==> src/rtl/pipeline_ctrl.sv <==
// -----------------------------------------------------------------------------
// pipeline_ctrl
// Central sequencer for the 5-stage pipeline latches (IF/ID, ID/EX, EX/MEM,
// MEM/WB) and the PC. Inserts load-use bubbles, flushes on redirects resolved
// in MEM, freezes the pipe while data memory is busy, traps memory timeouts
// and keeps saturating stall/flush performance counters.
//
// Ports
//   clk          rising-edge clock
//   rst          asynchronous, active-low reset
//   id_rs/id_rt  source register fields of the instruction in ID
//   ex_MemRead   instruction in EX is a load; ex_rt is its destination
//   mem_branch   branch in MEM; mem_zero is its ALU zero flag
//   mem_jump     jump in MEM
//   mem_access   instruction in MEM reads or writes data memory
//   dmem_ready   data memory completes its access this cycle
//   pc_write     PC load enable; pc_src selects 0=PC+4, 1=branch, 2=jump
//   *_write      pipeline latch enables
//   *_flush      latch loads a NOP / bubble
//   mem_err      sticky memory-timeout flag
//   stall_cnt    RUN/MEM_WAIT cycles with pc_write=0 (saturating)
//   flush_cnt    redirects taken (saturating)
// -----------------------------------------------------------------------------
module pipeline_ctrl #(
   parameter int CNT_W    = 16,
   parameter int WAIT_MAX = 15
) (
   input  logic             clk,
   input  logic             rst,
   input  logic [4:0]       id_rs,
   input  logic [4:0]       id_rt,
   input  logic             ex_MemRead,
   input  logic [4:0]       ex_rt,
   input  logic             mem_branch,
   input  logic             mem_zero,
   input  logic             mem_jump,
   input  logic             mem_access,
   input  logic             dmem_ready,
   output logic             pc_write,
   output logic [1:0]       pc_src,
   output logic             ifid_write,
   output logic             idex_write,
   output logic             exmem_write,
   output logic             memwb_write,
   output logic             ifid_flush,
   output logic             idex_flush,
   output logic             exmem_flush,
   output logic             mem_err,
   output logic [CNT_W-1:0] stall_cnt,
   output logic [CNT_W-1:0] flush_cnt
);

   typedef enum logic [1:0] {
      BOOT     = 2'd0,
      RUN      = 2'd1,
      MEM_WAIT = 2'd2,
      ERROR    = 2'd3
   } state_t;

   localparam logic [7:0] WAIT_LIMIT = 8'(WAIT_MAX);

   state_t           state_reg, state_next;
   logic [7:0]       timer_reg, timer_next;
   logic [CNT_W-1:0] stall_cnt_reg, flush_cnt_reg;
   logic             mem_err_reg;

   logic redirect;
   logic load_use;
   logic run_ctrl;     // apply the normal redirect / load-use / advance decision
   logic stall_inc;
   logic flush_inc;
   logic err_set;

   assign redirect = (mem_branch & mem_zero) | mem_jump;
   // r0 is hard-wired zero, so a load targeting it never creates a hazard
   assign load_use = ex_MemRead & (ex_rt != 5'd0) &
                     ((ex_rt == id_rs) | (ex_rt == id_rt));

   // ---------------- state / counter registers ----------------
   always_ff @(posedge clk or negedge rst) begin
      if (!rst) begin
         state_reg     <= BOOT;
         timer_reg     <= '0;
         stall_cnt_reg <= '0;
         flush_cnt_reg <= '0;
         mem_err_reg   <= 1'b0;
      end else begin
         state_reg <= state_next;
         timer_reg <= timer_next;
         if (stall_inc && (stall_cnt_reg != {CNT_W{1'b1}}))
            stall_cnt_reg <= stall_cnt_reg + 1'b1;
         if (flush_inc && (flush_cnt_reg != {CNT_W{1'b1}}))
            flush_cnt_reg <= flush_cnt_reg + 1'b1;
         if (err_set)
            mem_err_reg <= 1'b1;
      end
   end

   // ---------------- next state and outputs ----------------
   always_comb begin
      state_next  = state_reg;
      timer_next  = timer_reg;
      run_ctrl    = 1'b0;
      err_set     = 1'b0;
      pc_write    = 1'b0;
      pc_src      = 2'd0;
      ifid_write  = 1'b0;
      idex_write  = 1'b0;
      exmem_write = 1'b0;
      memwb_write = 1'b0;
      ifid_flush  = 1'b0;
      idex_flush  = 1'b0;
      exmem_flush = 1'b0;

      case (state_reg)
         BOOT: begin
            ifid_flush  = 1'b1;
            idex_flush  = 1'b1;
            exmem_flush = 1'b1;
            timer_next  = '0;
            state_next  = RUN;
         end
         RUN: begin
            // Memory stall outranks everything: the whole pipe freezes and
            // the redirect/hazard is re-evaluated once memory completes.
            if (mem_access && !dmem_ready) begin
               timer_next = 8'd1;
               state_next = MEM_WAIT;
            end else begin
               run_ctrl = 1'b1;
            end
         end
         MEM_WAIT: begin
            if (dmem_ready) begin
               run_ctrl   = 1'b1;
               timer_next = '0;
               state_next = RUN;
            end else if (timer_reg < WAIT_LIMIT) begin
               timer_next = timer_reg + 8'd1;
            end else begin
               err_set    = 1'b1;
               state_next = ERROR;
            end
         end
         default: begin
            // ERROR: frozen, no flush; only reset leaves this state
         end
      endcase

      if (run_ctrl) begin
         if (redirect) begin
            // The instruction in ID is squashed, so any load-use is moot.
            pc_src      = mem_jump ? 2'd2 : 2'd1;
            pc_write    = 1'b1;
            ifid_write  = 1'b1;
            idex_write  = 1'b1;
            exmem_write = 1'b1;
            memwb_write = 1'b1;
            ifid_flush  = 1'b1;
            idex_flush  = 1'b1;
            exmem_flush = 1'b1;
         end else if (load_use) begin
            // Hold PC and IF/ID, push one bubble into ID/EX.
            idex_write  = 1'b1;
            exmem_write = 1'b1;
            memwb_write = 1'b1;
            idex_flush  = 1'b1;
         end else begin
            pc_write    = 1'b1;
            ifid_write  = 1'b1;
            idex_write  = 1'b1;
            exmem_write = 1'b1;
            memwb_write = 1'b1;
         end
      end

      stall_inc = ((state_reg == RUN) || (state_reg == MEM_WAIT)) && !pc_write;
      flush_inc = run_ctrl && redirect;
   end

   assign stall_cnt = stall_cnt_reg;
   assign flush_cnt = flush_cnt_reg;
   assign mem_err   = mem_err_reg;

endmodule

==> config.mk <==
export PLATFORM = sky130hd
export DESIGN_NAME = pipeline_ctrl
export DESIGN_NICKNAME = d
export VERILOG_FILES = /design/src/rtl/pipeline_ctrl.sv
export SDC_FILE = /design/constraint.sdc
export NUM_CORES = 1
export LEC_CHECK = 0
export ABC_AREA = 1
export CAP_MARGIN = 30
export CELL_PAD_IN_SITES_DETAIL_PLACEMENT = 1
export CELL_PAD_IN_SITES_GLOBAL_PLACEMENT = 2
export CORE_MARGIN = 1.5
export CORE_UTILIZATION = 30
export CTS_CLUSTER_DIAMETER = 120
export DETAILED_ROUTE_END_ITERATION = 10
export GPL_TIMING_DRIVEN = 0
export PLACE_DENSITY = 0.94
export SLEW_MARGIN = 20
export SYNTH_ARGS = -nofsm -noshare
export SYNTH_HDL_FRONTEND = slang
export SYNTH_SLANG_ARGS = --single-unit
==> constraint.sdc <==
create_clock -name clk -period 4.4 [get_ports clk]
set_clock_uncertainty 0.2 [all_clocks]
set_input_delay 0.44 -clock clk [delete_from_list [all_inputs] [get_ports clk]]
set_output_delay 0.44 -clock clk [all_outputs]
set_load 0.01 [all_outputs]
==> results of run 1 <==
-- metrics by stage --
| stage | hold WS [ns] | cells | util, % |
|---|---|---|---|
| global placement | 0.261 | 529 | 39.7 |
| global route | 0.319 | 539 | 41.1 |
| detailed placement | 0.257 | 530 | 40.0 |
| finish | 0.275 | 539 | 41.1 |
| CTS | 0.287 | 539 | 41.1 |
| floorplan | -0.0556 | 356 | - |
-- routing by layer --
layer,routed length (um),up-vias,part of all wire [%]
met5,0,-,0
met4,62,0,0.88
met3,200,8,2.8
met2,3610,35,51
met1,3160,1198,45
li1,-,1247,-
-- cells by family (layout without fill, tap and decap cells) --
family,after synthesis,after routing
simple gates,200,200
buf+inv,62,137
flops,43,43
xor+xnor,23,23
compound gates,20,20
fa+ha+maj,7,7
mux,1,1
-- cell usage in the layout, fill, tap and decap left out, types with 2 or more instances in the layout --
master,netlist,routed
sky130_fd_sc_hd__a21oi_1,5,5
sky130_fd_sc_hd__buf_2,3,4
sky130_fd_sc_hd__buf_4,4,4
sky130_fd_sc_hd__buf_6,2,2
sky130_fd_sc_hd__clkbuf_1,0,2
sky130_fd_sc_hd__clkbuf_8,0,5
sky130_fd_sc_hd__clkdlybuf4s50_1,0,64
sky130_fd_sc_hd__dfrtp_1,43,43
sky130_fd_sc_hd__ha_1,7,7
sky130_fd_sc_hd__inv_1,46,46
sky130_fd_sc_hd__inv_2,7,7
sky130_fd_sc_hd__nand2_1,114,114
sky130_fd_sc_hd__nand2_2,2,2
sky130_fd_sc_hd__nand3_1,32,32
sky130_fd_sc_hd__nand3_2,2,2
sky130_fd_sc_hd__nand4_1,7,7
sky130_fd_sc_hd__nor2_1,29,29
sky130_fd_sc_hd__nor2_2,3,3
sky130_fd_sc_hd__nor2_4,2,2
sky130_fd_sc_hd__nor3_1,5,5
sky130_fd_sc_hd__o21ai_0,8,8
sky130_fd_sc_hd__o21ai_1,2,2
sky130_fd_sc_hd__xnor2_1,9,9
sky130_fd_sc_hd__xor2_1,14,14
-- power by group through the flow --
stage | Clock (mW) | Sequential, mW | Combinational (mW)
global route | 0.277 | 0.543 | 1.02
finish | 0.250 | 0.530 | 0.913
detailed placement | 0 | 0.539 | 0.930
CTS | 0.265 | 0.532 | 0.934
global placement | 0 | 0.535 | 0.906
floorplan | 0 | 0.546 | 0.535
-- worst reg2reg max path, cell delays in order, from the launching register on --
cell and delay [ns]:
sky130_fd_sc_hd__dfrtp_1 0.41, sky130_fd_sc_hd__inv_1 0.08, sky130_fd_sc_hd__ha_1 0.37, sky130_fd_sc_hd__inv_1 0.12, sky130_fd_sc_hd__a21oi_4 0.24, sky130_fd_sc_hd__nand2_4 0.11, sky130_fd_sc_hd__nor2_4 0.25, sky130_fd_sc_hd__buf_6 0.19
sky130_fd_sc_hd__nand3_1 0.08, sky130_fd_sc_hd__nand2_1 0.07, sky130_fd_sc_hd__nand2_1 0.05
-- Yosys cell counts (2+ instances only) --
cell	n	area share [%]
sky130_fd_sc_hd__xor2_1	14	4.6
sky130_fd_sc_hd__o21ai_0	8	1.5
sky130_fd_sc_hd__nor2_1	29	4.1
sky130_fd_sc_hd__nor3_1	5	0.94
sky130_fd_sc_hd__nand2_1	114	16
sky130_fd_sc_hd__nand4_1	7	1.6
sky130_fd_sc_hd__nor2_4	2	0.85
sky130_fd_sc_hd__buf_2	3	0.56
sky130_fd_sc_hd__nand3_2	2	0.75
sky130_fd_sc_hd__dfrtp_1	43	40
sky130_fd_sc_hd__a21oi_1	5	0.94
sky130_fd_sc_hd__xnor2_1	9	3.0
sky130_fd_sc_hd__o21ai_1	2	0.38
sky130_fd_sc_hd__inv_2	7	0.99
sky130_fd_sc_hd__ha_1	7	3.3
sky130_fd_sc_hd__nand3_1	32	6.0
sky130_fd_sc_hd__nor2_2	3	0.70
sky130_fd_sc_hd__buf_4	4	1.1
sky130_fd_sc_hd__inv_1	46	6.5
sky130_fd_sc_hd__nand2_2	2	0.47
sky130_fd_sc_hd__buf_6	2	0.85
-- worst paths after layout --
kind	from	endpoint	slack (ns)	cells after the start
hold reg to reg	mem_err	mem_err	0.28	2
setup / recovery	ex_rt[0]	pc_write	1.11	13
max in group asynchronous	rst	stall_cnt[11]	2.98	3
setup reg to reg	state_reg[0]	flush_cnt[10]	2.11	10
hold / removal	mem_err	mem_err	0.28	2
min in group asynchronous	rst	flush_cnt[2]	0.49	2
-- final cells by class --
| cell class | count | area [um^2] |
|---|---|---|
| Tap cell | 108 | 135 |
| Buffer | 9 | 67.6 |
| Multi-Input combinational cell | 251 | 1320 |
| Timing Repair Buffer | 67 | 683 |
| Fill cell | 1127 | 5110 |
| Clock buffer | 7 | 76.3 |
| Clock inverter | 1 | 5.00 |
| Inverter | 53 | 199 |
| Sequential cell | 43 | 1080 |
==> results.md, run 1 <==
- Total power for the finished layout comes to 1.69 mW.
- In this run the worst path has a maximum fanout of 10.
- The clock transition at the registers of the reported paths is 0.08 ns.
- For this run, the number of Yosys warnings is 0.
- The post-CTS setup-driven buffer insertion count is 0.
- The floorplan step set the die height to 97.2 um.
- At the later pin of the worst-skew pair, clock insertion delay measures 0.30 ns.
- The detail route stage leaves a number of antenna-violating nets equal to 0.
- Setup repair after global routing left no endpoint under its margin.
- The final instance area is 3560 um^2.
- The post-synthesis instance area is 2660 um^2.
- Entering global routing, the biggest net connects 25 pins.
- Of all flip-flops after synthesis, the portion carrying an async set or reset was 100%.
- The fraction of synthesized cell area in xor and xnor cells is 7.56%.
- Dividing total power by cell area gives a power density of 475 nW/um^2.
- The initial detailed-routing violation count is 44.
- Among all flip-flop cells after synthesis, the most frequent one is sky130_fd_sc_hd__dfrtp_1.
- Global routing used 2.73% of the available met3 tracks.
- Across the run, the number of max-cap violations was 0.
- The leakage component of the power is 1.73 nW.
- Using the TritonRoute via totals, the vias-per-cell ratio works out to 4.62.
- The average footprint of a synthesized cell is 7.48 um^2.
- The number of library cell types mapped by synthesis is 31.
- In the final timing run, aggregate negative setup slack is 0 ns.
- The share of the cycle needed by the critical path after routing is 74.8%.
- The number of global-route vias before repair is 2613.
- The overall die width is 97.2 um.
- The number of failing setup endpoints in the final timing report is 0.
- At the end of routability-driven placement, the weighted congestion stood at 0.765.
- The post-cts resize count is 0.
- By area, the combinational part of the netlist is dominated by simple AND/OR/NAND/NOR gates.
- The maximum count of clock buffers along a single path is 2.
- Across every metal layer, demand over resource in global routing totals 15.7%.
- The peak supply drop is 0.000184 V.
- The basic-gate share of the synthesized area counting and, or, nand and nor cells is 33.4%.
- The layout overhead on the synthesized area is 33.8%.
- The die covers 9450 um^2.
- After detailed placement, the total cell area comes to 3470 um^2.
- Of the total power, combinational logic draws 53.9%.
- The time the worst path needs with I/O delays and setup is 3.29 ns.
- The register share of total power is 31.3%.
- The TritonCTS clock tree is built.
- The critical path capture point type is an output port.
- For this design, the slowest cell found on the critical path is sky130_fd_sc_hd__clkdlybuf4s50_1.
- Of the total power, the share spent switching nets is 42.1%.
- Setup slack on the critical path of the routed design comes to 1.11 ns.
- Per report_power, the clock group accounts for 14.8% of the total.
- The flow ran to the end, and the final reports show no timing, DRC or antenna violations.
- When the netlist entered floorplanning its net count stood at 386.
- For the pin with the worst max-slew slack, the measured transition is 0.636 ns.
- The sequential area share after synthesis is 40.4%.
- The number of design rule violations left after detail routing is 0.
- After detailed routing, the average wire length per cell comes to 13.0 um.
- The global-route layer with the greatest usage is met2.
- Once the floorplan was initialized, standard cells occupied 30.7% of the core.
- The number of hold violations in the final report is 0.
- The number of CTS-inserted buffers is 5.
- For met1 alone, demand over resource in global routing was 19.2%.
- The CTS H-tree depth is 2.
- The core region area is 8680 um^2.
- Based on the critical path, the design can be clocked at up to 0.304 GHz.
- The number of antenna violations at the first check in global routing is 0.
- The critical path's most frequent cell is sky130_fd_sc_hd__nand2_1.
- The routed wire length is 7030 um.
- The critical path buffer and inverter count is 6.
- The wire-length estimate of the detail-placed layout is 5570 um.
- The launching element type of the critical path is a primary input.
- The first global-routing pass estimated 12200 um of wire.
- In this run the tool buffered the top-level ports with 65 buffer cells.
- In this run the core area contains 34 standard-cell rows.
- Internal power comes to 0.980 mW.
- The worst setup path is of the primary input to output port kind.
- The total via count after detailed routing is 2488.
- At the placement stage, the worst setup path has a slack of 1.06 ns.
- The fraction of synthesized area in multiplexers is 0.423%.
- The clock net in this run drives a total of 43 sinks.
- The top-level port count is 66.
- Global routing consumed, on the met2 layer, 28.4% of the routing resources.
- Measured against its own limit, the worst slew margin works out to 57.6%.
- For this run, the slowest stage of the critical path takes 0.55 ns.
- The analysis attributes to net switching a power of 0.713 mW.
- The cell family contributing the most delay on the critical path is buffers and inverters.
- In this run the clock root is driven by a sky130_fd_sc_hd__clkbuf_8.
- The worst hold-check path type is register to register.
- The signal on the critical path passes through clkdlybuf4s50_1 -> inv_2 -> nand2_1 -> nand2_1 -> nor2_1 -> nand3_1 -> nand2_1 -> nand3_1 -> nand2_1 -> buf_2 -> inv_1 -> buf_4 -> clkdlybuf4s50_1.
- The cell count after synthesis is 356.
- In this run, synthesis inferred 0 flip-flops with an integrated enable.
- The arrival time of data at the critical path endpoint is 2.65 ns.
- The global-route congestion overflow total is 0.
- For this run, the detailed router's first-pass iteration total came to 4.
- The count of hold-fix buffers inserted at cts is 1.
- The total count of max-transition violations in the final report is 0.
- Synthesis inferred 43 register bits.
- The synthesized netlist devotes 4.93% of its cell area to compound gates.
- The number of antenna repair diodes is 0.
- The fraction of layout cells with a size suffix above 1 is 9.51%.
- The worst endpoint required time is 3.76 ns.
- The final layout contains 460 nets.
- The area share of fa/ha/maj cells after synthesis is 3.29%.
Note: power is estimated with default switching activity, not from simulation.
==> run 2, diff against run 1 <==
Settings changed: CORE_UTILIZATION 30 to 25, PLACE_DENSITY 0.94 to 0.85.
Clock period 4.4 ns to 2.7 ns, I/O delays scaled along.
==> run 2 against run 1 <==
Effect of this change: global-route usage fell by 2.3 points; setup slack got worse by 0.96 ns; largest cell class unchanged; count of clock-buffer cells in the layout did not move; sequential share of layout area fell by 0.93 points; first-iteration DRC count rose by 11%; critical endpoint is now exmem_write; worst hold slack got worse by 0.016 ns.
==> results.md, run 2 (synthesis gave the netlist of run 1 again) <==
- The run finished with clean final reports.
- The estimated wirelength of the detail-placed design is 5560 um.
- The worst-case setup margin in the final layout is 0.144 ns.
- The worst slew margin relative to its limit is 69.2%.
- The TritonCTS clock tree is built.
- The initial standard-cell utilization of the core is 25.8%.
- The worst endpoint required time is 2.23 ns.
- The maximum fanout along the worst path is 5.
- The slew at the pin with the worst max-slew slack is 0.463 ns.
- The number of fillers in the final layout is 1285.
- The switching portion of total power is 41.8%.
- The highest achievable clock rate is 0.391 GHz.
- The number of hold violations in the final report is 0.
- At the later pin of the worst-skew pair, clock insertion delay measures 0.29 ns.
- After global routing the overflow that remains totals 0.
- The post-route non-filler standard cell count is 572.
- The fraction of layout cells with a size suffix above 1 is 12.2%.
- The switching power total is 1.19 mW.
- The core region area is 10300 um^2.
- The tree built by TritonCTS fans out to 43 sinks.
- Setup repair after global routing left no endpoint under its margin.
- The critical register-to-register path endpoint is flush_cnt[13].
- In the layout the commonest cells are sky130_fd_sc_hd__nand2_1 (112), sky130_fd_sc_hd__clkdlybuf4s50_1 (52), sky130_fd_sc_hd__inv_1 (44), sky130_fd_sc_hd__dfrtp_1 (43), sky130_fd_sc_hd__nand3_1 (32).
- In this run the tool buffered the top-level ports with 65 buffer cells.
- Sequential cells account for 30.3% of the total power.
- The leakage component of the power is 1.87 nW.
- The worst setup path is of the register to output port kind.
- In this run, placement finished with an instance count of 558.
- The worst register-to-register path begins at state_reg[1].
- The worst register-to-register path has a setup slack of 0.53 ns.
- Entering global routing, the biggest net connects 27 pins.
- The total count of max-transition violations in the final report came to 0.
- For this design the top-level I/O count stands at 66.
- The CTS H-tree depth is 2.
- Data on the critical path arrives at its endpoint at 2.09 ns.
- Of the available clock period, the critical path in the final layout requires 94.7%.
- The count of nets left with antenna violations once routing finished came out at 0.
- The layout overhead on the synthesized area is 38.0%.
- The global-route total usage across every layer is 13.4%.
- 0 antenna diodes ended up in the layout.
- The startpoint of the worst setup timing path is state_reg[1].
- The first detailed-routing pass took 4 iterations.
- At the placement stage, the worst setup path has a slack of -0.224 ns.
- In this run, the number of DRC markers left after iteration 0 of detailed routing was 49.
- The number of antenna violations at the first check in global routing is 0.
- The worst setup path is captured at an output port.
- The floorplan step set the die height to 106 um.
- Using the TritonRoute via totals, the vias-per-cell ratio works out to 4.36.
- The worst hold slack is 0.259 ns.
- The launching element type of the critical path is a register.
- TritonCTS created 5 clock buffers.
- Counting cells, the worst reg-to-reg path comes to 11.
- The total via count after detailed routing is 2494.
- In this run the power density over the cells is 775 nW/um^2.
- The cell row count is 37.
- Clock-pin slew was measured on the worst setup and hold paths at 0.08 ns.
- The worst hold-check path type is primary input to async pin.
- Combinational cells account for 55.6% of the total power.
- The number of failing setup endpoints in the final timing report is 0.
- The overall die width is 106 um.
- At the end of the flow, the number of nets in the layout was 465.
- For the finished layout, the period the worst path requires is 2.56 ns.
- The number of max-cap violations is 0.
- The number of global-route vias before repair was 2697.
- The library cell used most frequently in the layout, excluding fill and tap cells, is sky130_fd_sc_hd__nand2_1.
- The last weighted congestion value of the routability-driven placer is 0.775.
- The average wire length per cell after detail routing is 12.3 um.
- The die footprint is 11300 um^2.
- The clock passes through at most 2 buffers.
- The buffer cell driving the clock tree root is sky130_fd_sc_hd__clkbuf_8.
- The internal power is 1.66 mW.
- For this block, the routed nets add up to 7020 um of wire.
- The portion of total power attributed to the clock network is 14.1%.
- At the end of the flow the core is filled with cells to 35.6%.
- The first global-routing pass estimated 12400 um of wire.
- VDD sags by at most 0.000319 V.
- The number of design rule violations left after detail routing is 0.
-- run 2: changes by cell type in the layout (fill, tap and decap cells not counted), moves of 2 or more --
cell,delta
sky130_fd_sc_hd__nand2_2,+2
sky130_fd_sc_hd__clkdlybuf4s50_1,-12
sky130_fd_sc_hd__buf_4,+4
sky130_fd_sc_hd__buf_6,+2
sky130_fd_sc_hd__inv_1,-2
sky130_fd_sc_hd__nand2_1,-2
sky130_fd_sc_hd__dlygate4sd2_1,+4
sky130_fd_sc_hd__ha_1,-3
sky130_fd_sc_hd__dlymetal6s2s_1,+8
sky130_fd_sc_hd__ha_2,+2
sky130_fd_sc_hd__inv_2,+2
-- run 2: worst max-delay path by stage --
stage / to / cells after the start
global route: exmem_write / 7
finish: exmem_write / 7
CTS: pc_write / 9
floorplan: pc_write / 8
detailed placement: pc_write / 13
global placement: pc_write / 10
-- run 2: per-stage QoR --
step           instance area (um^2)  TNS (ns)  power, mW
2_1_floorplan                  2660         0       1.76
3_3_place_gp                   3480     -6.72       2.37
3_5_place_dp                   3500    -0.358       2.40
4_1_cts                        3630   -0.0728       2.88
5_1_grt                        3680         0       3.10
6_report                       3680         0       2.85
-- run 2: cell type report --
| class | instances | area (um^2) | share of cell area [%] |
|---|---|---|---|
| clock buffer | 7 | 76.3 | 2.08 |
| inverter | 53 | 199 | 5.41 |
| clock inverter | 1 | 5.00 | 0.136 |
| multi-input combinational | 251 | 1340 | 36.6 |
| tap | 136 | 170 | 4.63 |
| timing repair buffer | 72 | 732 | 19.9 |
| buffer | 9 | 73.8 | 2.01 |
| sequential | 43 | 1080 | 29.3 |
-- run 2: worst max-delay path, cell delays in order, from the launching register on --
cell and delay (ns):
sky130_fd_sc_hd__dfrtp_1 0.42, sky130_fd_sc_hd__inv_2 0.10, sky130_fd_sc_hd__ha_2 0.22, sky130_fd_sc_hd__nand2_1 0.10
sky130_fd_sc_hd__a21oi_4 0.17, sky130_fd_sc_hd__buf_6 0.13, sky130_fd_sc_hd__buf_4 0.12, sky130_fd_sc_hd__clkdlybuf4s50_1 0.53
-- run 2: timing repair --
item	CTS	global route
buffers inserted	2	3
endpoints found under the hold margin	17	0
pin swaps	0	2
resized for setup	14	8
setup endpoints to repair	9	6
hold buffers	1	0
-- run 2: power groups by stage --
stage | Clock [mW] | Combinational, mW | Sequential, mW
after global routing | 0.444 | 1.77 | 0.884
after detailed placement | 0 | 1.53 | 0.876
after floorplan | 0 | 0.872 | 0.890
final | 0.402 | 1.58 | 0.863
after CTS | 0.425 | 1.59 | 0.867
after global placement | 0 | 1.49 | 0.873
-- run 2: metal layers --
layer	up-vias	global-route usage [%]	share of wire (%)
met5	-	0	0
met4	0	2.51	0.60
met3	4	2.64	3.2
met2	37	23.7	51
met1	1193	16.9	45
li1	1260	-	-
==> run 3, diff against run 2 <==
Settings changed: SLEW_MARGIN 20 to 15.
==> results of run 3 <==
Same layout as run 2: the final DEF is identical, and so are final timing and power.
